<file path="config.mk">
export PLATFORM = sky130hd
export DESIGN_NAME = inj_scan_seq
export DESIGN_NICKNAME = d
export VERILOG_FILES = /design/src/rtl/inj_scan_seq.sv
export SDC_FILE = /design/constraint.sdc
export NUM_CORES = 1
export LEC_CHECK = 0
export BUFFER_PORTS_ARGS = -buffer_cell sky130_fd_sc_hd__buf_4
export CORE_ASPECT_RATIO = 0.7
export CORE_UTILIZATION = 56
export DETAILED_ROUTE_END_ITERATION = 7
export GPL_ROUTABILITY_DRIVEN = 0
export GPL_TIMING_DRIVEN = 0
export PLACE_DENSITY_LB_ADDON = 0.08
export SYNTH_ARGS = -nofsm -noshare
export SYNTH_HDL_FRONTEND = slang
export SYNTH_SLANG_ARGS = --single-unit
</file>
<file path="constraint.sdc">
create_clock -name CLK40 -period 6.5 [get_ports CLK40]
set_input_delay 0.975 -clock CLK40 [delete_from_list [all_inputs] [get_ports CLK40]]
set_output_delay 0.975 -clock CLK40 [all_outputs]
set_load 0.01 [all_outputs]
</file>
<file path="src/rtl/inj_scan_seq.sv">
// Injection-scan sequencer: gated RST_GRAY / GATE / INJECTION train
// with repeat count, back-pressure hold and abort, all in CLK40.
module inj_scan_seq #(
  parameter int CNT_W = 16
) (
  input  logic             CLK40,
  input  logic             nRST,
  input  logic             START,
  input  logic             ABORT,
  input  logic             PAUSE,
  input  logic             EN_GRAY_RST,
  input  logic [CNT_W-1:0] REPEAT,
  input  logic [CNT_W-1:0] GATE_WIDTH,
  input  logic [CNT_W-1:0] INJ_DELAY,
  input  logic [CNT_W-1:0] INJ_WIDTH,
  input  logic [CNT_W-1:0] PERIOD,
  output logic             GATE,
  output logic             INJECTION,
  output logic             RST_GRAY,
  output logic             BUSY,
  output logic             DONE,
  output logic             ABORTED,
  output logic [CNT_W-1:0] REP_CNT
);

  localparam int TW = CNT_W + 1;

  typedef enum logic [2:0] {
    S_IDLE,
    S_ARM,
    S_GATE,
    S_GAP,
    S_HOLD,
    S_FIN
  } state_t;

  state_t state;
  state_t state_n;

  logic [TW-1:0]    t;
  logic [TW-1:0]    t_n;
  logic [TW-1:0]    per;
  logic [TW-1:0]    inj_lo;
  logic [TW-1:0]    inj_hi;
  logic [CNT_W-1:0] rep;
  logic [CNT_W-1:0] gw;
  logic             en_gray;

  logic [TW-1:0]    gw_p2;
  logic [TW-1:0]    per_x;
  logic [TW-1:0]    cfg_per;
  logic [TW-1:0]    cfg_lo;
  logic [TW-1:0]    cfg_hi;

  logic             accept;
  logic             rep_end;
  logic             last_rep;
  logic [CNT_W-1:0] rep_cnt_n;
  logic             aborted_n;

  logic             gate_d;
  logic             inj_d;
  logic             rst_gray_d;
  logic             busy_d;
  logic             done_d;
  logic             en_gray_n;

  // One extra bit keeps GATE_WIDTH+2 and DELAY+WIDTH from wrapping.
  always_comb begin
    gw_p2   = {1'b0, GATE_WIDTH} + TW'(2);
    per_x   = {1'b0, PERIOD};
    cfg_per = (per_x > gw_p2) ? per_x : gw_p2;
    cfg_lo  = {1'b0, INJ_DELAY} + TW'(1);
    cfg_hi  = {1'b0, INJ_DELAY} + {1'b0, INJ_WIDTH};
  end

  always_comb begin
    accept   = (state == S_IDLE) && START && !ABORT;
    rep_end  = (state == S_GAP) && (t == per - TW'(1));
    last_rep = (rep != '0) && ((REP_CNT + CNT_W'(1)) == rep);
  end

  always_comb begin
    state_n = state;
    t_n     = t;
    if ((state != S_IDLE) && ABORT) begin
      state_n = S_IDLE;
      t_n     = '0;
    end else begin
      unique case (state)
        S_IDLE: begin
          if (accept) begin
            state_n = S_ARM;
            t_n     = '0;
          end
        end
        S_ARM: begin
          state_n = (gw == '0) ? S_GAP : S_GATE;
          t_n     = TW'(1);
        end
        S_GATE: begin
          t_n = t + TW'(1);
          if (t == {1'b0, gw}) state_n = S_GAP;
        end
        S_GAP: begin
          if (rep_end) begin
            t_n = '0;
            if (last_rep)   state_n = S_FIN;
            else if (PAUSE) state_n = S_HOLD;
            else            state_n = S_ARM;
          end else begin
            t_n = t + TW'(1);
          end
        end
        S_HOLD: begin
          if (!PAUSE) begin
            state_n = S_ARM;
            t_n     = '0;
          end
        end
        S_FIN: begin
          state_n = S_IDLE;
          t_n     = '0;
        end
        default: begin
          state_n = S_IDLE;
          t_n     = '0;
        end
      endcase
    end
  end

  always_comb begin
    rep_cnt_n = REP_CNT;
    aborted_n = ABORTED;
    if (accept) begin
      rep_cnt_n = '0;
      aborted_n = 1'b0;
    end else if ((state != S_IDLE) && ABORT) begin
      aborted_n = 1'b1;
    end else if (rep_end) begin
      rep_cnt_n = REP_CNT + CNT_W'(1);
    end
  end

  // Outputs are decoded from the next state so they register cleanly.
  always_comb begin
    en_gray_n  = accept ? EN_GRAY_RST : en_gray;
    gate_d     = (state_n == S_GATE);
    inj_d      = gate_d && (t_n >= inj_lo) && (t_n <= inj_hi);
    rst_gray_d = (state_n == S_ARM) && en_gray_n;
    busy_d     = (state_n != S_IDLE);
    done_d     = (state_n == S_FIN);
  end

  always_ff @(posedge CLK40) begin
    if (!nRST) begin
      state     <= S_IDLE;
      t         <= '0;
      per       <= '0;
      inj_lo    <= '0;
      inj_hi    <= '0;
      rep       <= '0;
      gw        <= '0;
      en_gray   <= 1'b0;
      GATE      <= 1'b0;
      INJECTION <= 1'b0;
      RST_GRAY  <= 1'b0;
      BUSY      <= 1'b0;
      DONE      <= 1'b0;
      ABORTED   <= 1'b0;
      REP_CNT   <= '0;
    end else begin
      state     <= state_n;
      t         <= t_n;
      GATE      <= gate_d;
      INJECTION <= inj_d;
      RST_GRAY  <= rst_gray_d;
      BUSY      <= busy_d;
      DONE      <= done_d;
      ABORTED   <= aborted_n;
      REP_CNT   <= rep_cnt_n;
      if (accept) begin
        per     <= cfg_per;
        inj_lo  <= cfg_lo;
        inj_hi  <= cfg_hi;
        rep     <= REPEAT;
        gw      <= GATE_WIDTH;
        en_gray <= EN_GRAY_RST;
      end
    end
  end

endmodule

</file>
==> run_results.csv <==
group,metric,value,unit
status,outcome,"finished with violations",
status,violations,"design-rule violations",
route,route.met2.wl,10.2,mm
route,top_layer,"met4",
worst_setup_path,max_stage_delay,0.62,ns
timing,clock_skew,0.0131,ns
yosys,synth_common_cells,"nand2_1 (158), dfxtp_1 (126), nor2_1 (107)",
yosys,yosys.area.top_type,"dfxtp_1",
floorplanning,die_h,107,um
floorplanning,die_w,152,um
route,routed-wl-met3,2.86,mm
timing,period_share,91.8,%
timing,final.min_clock_period,5.97,ns
worst_setup_path,crit_fanout,10,
route,route.antenna.remaining_nets,0,
yosys,synth_fp_nets,1315,
worst_setup_path,worstPathArrival,6.26,ns
route,vias,8825,
grt,grt_first_pass_wirelength,41.6,mm
yosys,ys.flop_type,"dfxtp_1",
pwr,p_leak,4.43,nW
timing,rsz0062_at_grt,"no",
worst_setup_path,path_class,"reg2reg",
final_layout,antennaDiodeCount,0,
run,drv_cap,0,
final_layout,fin_util,67.9,%
timing,worst_pin_slew,0.929,ns
worst_setup_path,crit_chain,"clkbuf_1 > inv_1 > ha_1 > or4b_1 > buf_2 > nor4_1 > a211oi_1 > a211oi_1 > nor4_2 > a211oi_2 > clkbuf_1 > a21oi_1 > a31oi_1 > ha_1 > o21a_1 > o21a_1 > o21a_1 > o21ai_0 > a21oi_1 > o31ai_1 > a21oi_1 > nor4_1",
yosys,yosys.cell_count.top_type,"nand2_1",
yosys,synth.area.top_cells,"dfxtp_1 (28%), ha_1 (10%), nand2_1 (6.7%)",
clock_network,cts_num_sinks,126,
floorplanning,rows,38,
final_layout,nets,1441,
worst_setup_path,critical_path_required,6.79,ns
timing,hold-worst-slack,0.449,ns
route,met1_length,12.9,mm
yosys,synth_top_area_share,28.5,%
timing,slew_headroom,37.7,%
pwr,p_per_area,219,mW/mm2
final_layout,fillers,1357,
min_path,hold_class,"reg2reg",
pwr,vdd_ir_drop_max,0.152,mV
yosys,synth_seq_cells,126,
floorplanning,die_area,0.0163,mm2
clock_network,clock_path_buffers,2,
yosys,synth_edf_count,0,
floorplanning,core,0.0155,mm2
worst_setup_path,setup.worst_path.start_class,"flip-flop",
yosys,synth_warnings,0,
placement,dp.cells,1464,
placement,port_buffers,107,
grt,antenna_found_initial,0,
worst_setup_path,rr_startpoint,"per[0]",
worst_setup_path,cp_top_family,"compound AO/OA/AOI/OAI gates",
final_layout,final_cells,1496,
timing,final_max_slew_viol_count,0,
final_layout,drive_gt1_share,12.1,%
floorplanning,ios,108,
clock_network,cts_buffers,17,
clock_network,clock_latency,0.43,ns
route,wl,26.4,mm
grt,grtUsageTotal,32.7,%
grt,gr-total-overflow,0,
timing,hold_viol_final,0,
worst_setup_path,worstRegToRegCells,22,
floorplanning,initial_core_util,57.3,%
worst_setup_path,r2r_end,"INJECTION",
min_path,whs_endpoint,"ABORTED",
yosys,synth_cell_types,62,
yosys,synth.cell_area,0.00885,mm2
route,drc_errors,4,
route,dr.pass1.iters,8,
timing,fmax,168,MHz
yosys,syn_avg_cell_area,7.65,um2
grt,grt_max_degree,17,
min_path,hold_depth,2,
yosys,synth_cells,1157,
worst_setup_path,crit_path_end_kind,"flip-flop",
clock_network,tritoncts,"yes",
grt,grt_pass1_vias,7940,
route,wl_per_cell,17.6,um
yosys,ys_seq_area_share,28.5,%
clock_network,h-tree-depth,4,
final_layout,area_growth_syn_to_layout,18.6,%
worst_setup_path,worst-path-buf-inv,4,
final_layout,finish.instance_area,0.0105,mm2
clock_network,cts.reportedPaths.clkPinSlew,0.07,ns
min_path,hold_start,"ABORTED",
timing,fin_tns_setup,0,ns
placement,dpl_cell_area,0.00991,mm2
clock_network,root_buffer,"clkbuf_16",
clock_network,ctsHoldBuffers,0,
timing,setup_viol,0,
route,drt_iter0_drc,875,
worst_setup_path,r2r_setup_slack,0.53,ns
worst_setup_path,crit_slowest_cell,"a211oi_2",
yosys,async_flop_share,0,%
placement,post-dp-hpwl,20.6,mm
route,via_per_inst,5.90,
[power breakdown]
part / leakage [nW] / total (mW) / internal [mW] / switching, mW
registers: 1.03 / 0.847 / 0.810 / 0.0372
clock network: 0.288 / 0.960 / 0.569 / 0.390
logic: 3.12 / 0.492 / 0.211 / 0.282
total: 4.43 / 2.30 / 1.59 / 0.709
[layout make-up]
type,count,area [um2],area share (%)
Inverter,56,210,2.00
Clock inverter,15,161,1.54
Tap cell,200,250,2.38
Clock buffer,17,425,4.05
Multi-Input combinational cell,913,5880,56.0
Sequential cell,126,2520,24.0
Timing Repair Buffer,107,803,7.65
Buffer,62,245,2.34
[registers in the layout, summed over array words and instances, names as in the netlist]
register,flops
inj_hi,17
inj_lo,17
per,17
t,17
REP_CNT,16
gw,16
rep,16
state,3
ABORTED,1
BUSY,1
DONE,1
GATE,1
INJECTION,1
RST_GRAY,1
en_gray,1
[layout by cell type (no fill, tap or decap), types with 6 or more instances in the layout]
cell and n:
a211oi_1 23, a211o_1 7, nor3b_1 6, mux2i_1 9
xnor2_1 54, nand2b_1 7, a21o_1 21, nand4_1 22
o21a_1 11, nand2_1 158, nor4_1 22, and3_1 25
a31oi_1 17, o21ai_0 22, dfxtp_1 126, clkbuf_1 55
nand3_1 35, clkbuf_16 17, o31ai_1 16, or3_1 6
ha_1 71, and2_1 22, nor3_1 20, nor2_1 107
inv_1 56, nor2b_1 14, buf_4 107, a21oi_1 96
xor2_1 57
[metrics by stage]
stage / total power, mW / setup slack (ns)
6_report: 2.30 / 0.534
5_1_grt: 2.38 / 0.0571
4_1_cts: 2.28 / 0.353
3_5_place_dp: 1.34 / 0.511
3_3_place_gp: 1.33 / 0.504
2_1_floorplan: 1.18 / 1.79
[logic make-up (layout without fill, tap and decap cells)]
family,after synthesis,count (layout),share of synthesized area [%]
and+or+nand+nor,464,464,25.3
AOI/OAI and AO/OA,255,255,18.6
DFF,126,126,28.5
buffers and inverters,118,257,5.14
xor gates and xnor gates,111,111,11.0
adders and majority gates,72,72,10.3
muxes,11,11,1.27
[metal layers]
| layer | vias to the layer above | global-route usage [%] |
|---|---|---|
| li1 | 4338 | - |
| met1 | 4047 | 48.3 |
| met2 | 404 | 46.6 |
| met3 | 36 | 7.84 |
| met4 | 0 | 8.67 |
| met5 | - | 0 |
[worst max path at each step]
stage                     startpoint   endpoint  slack (ns)  cells after the start
after floorplan               per[0]  INJECTION        1.79                     22
after detailed placement      per[0]  INJECTION        0.51                     22
after global routing          per[0]  INJECTION        0.06                     22
final                         per[0]  INJECTION        0.53                     22
after CTS                     per[0]  INJECTION        0.35                     22
after global placement        per[0]  INJECTION        0.50                     22
[repair_timing]
item,CTS,global route
resized for setup,0,1
setup buffers,0,0
endpoints found under the setup margin,0,1
[tightest hold or removal path, delay by kind of cell (launching register included)]
kind / cells / cell delay [ns]
buf+inv: 1 / 0.05
flops: 1 / 0.31
compound gates: 1 / 0.05
Note: power is estimated with default switching activity, not from simulation.
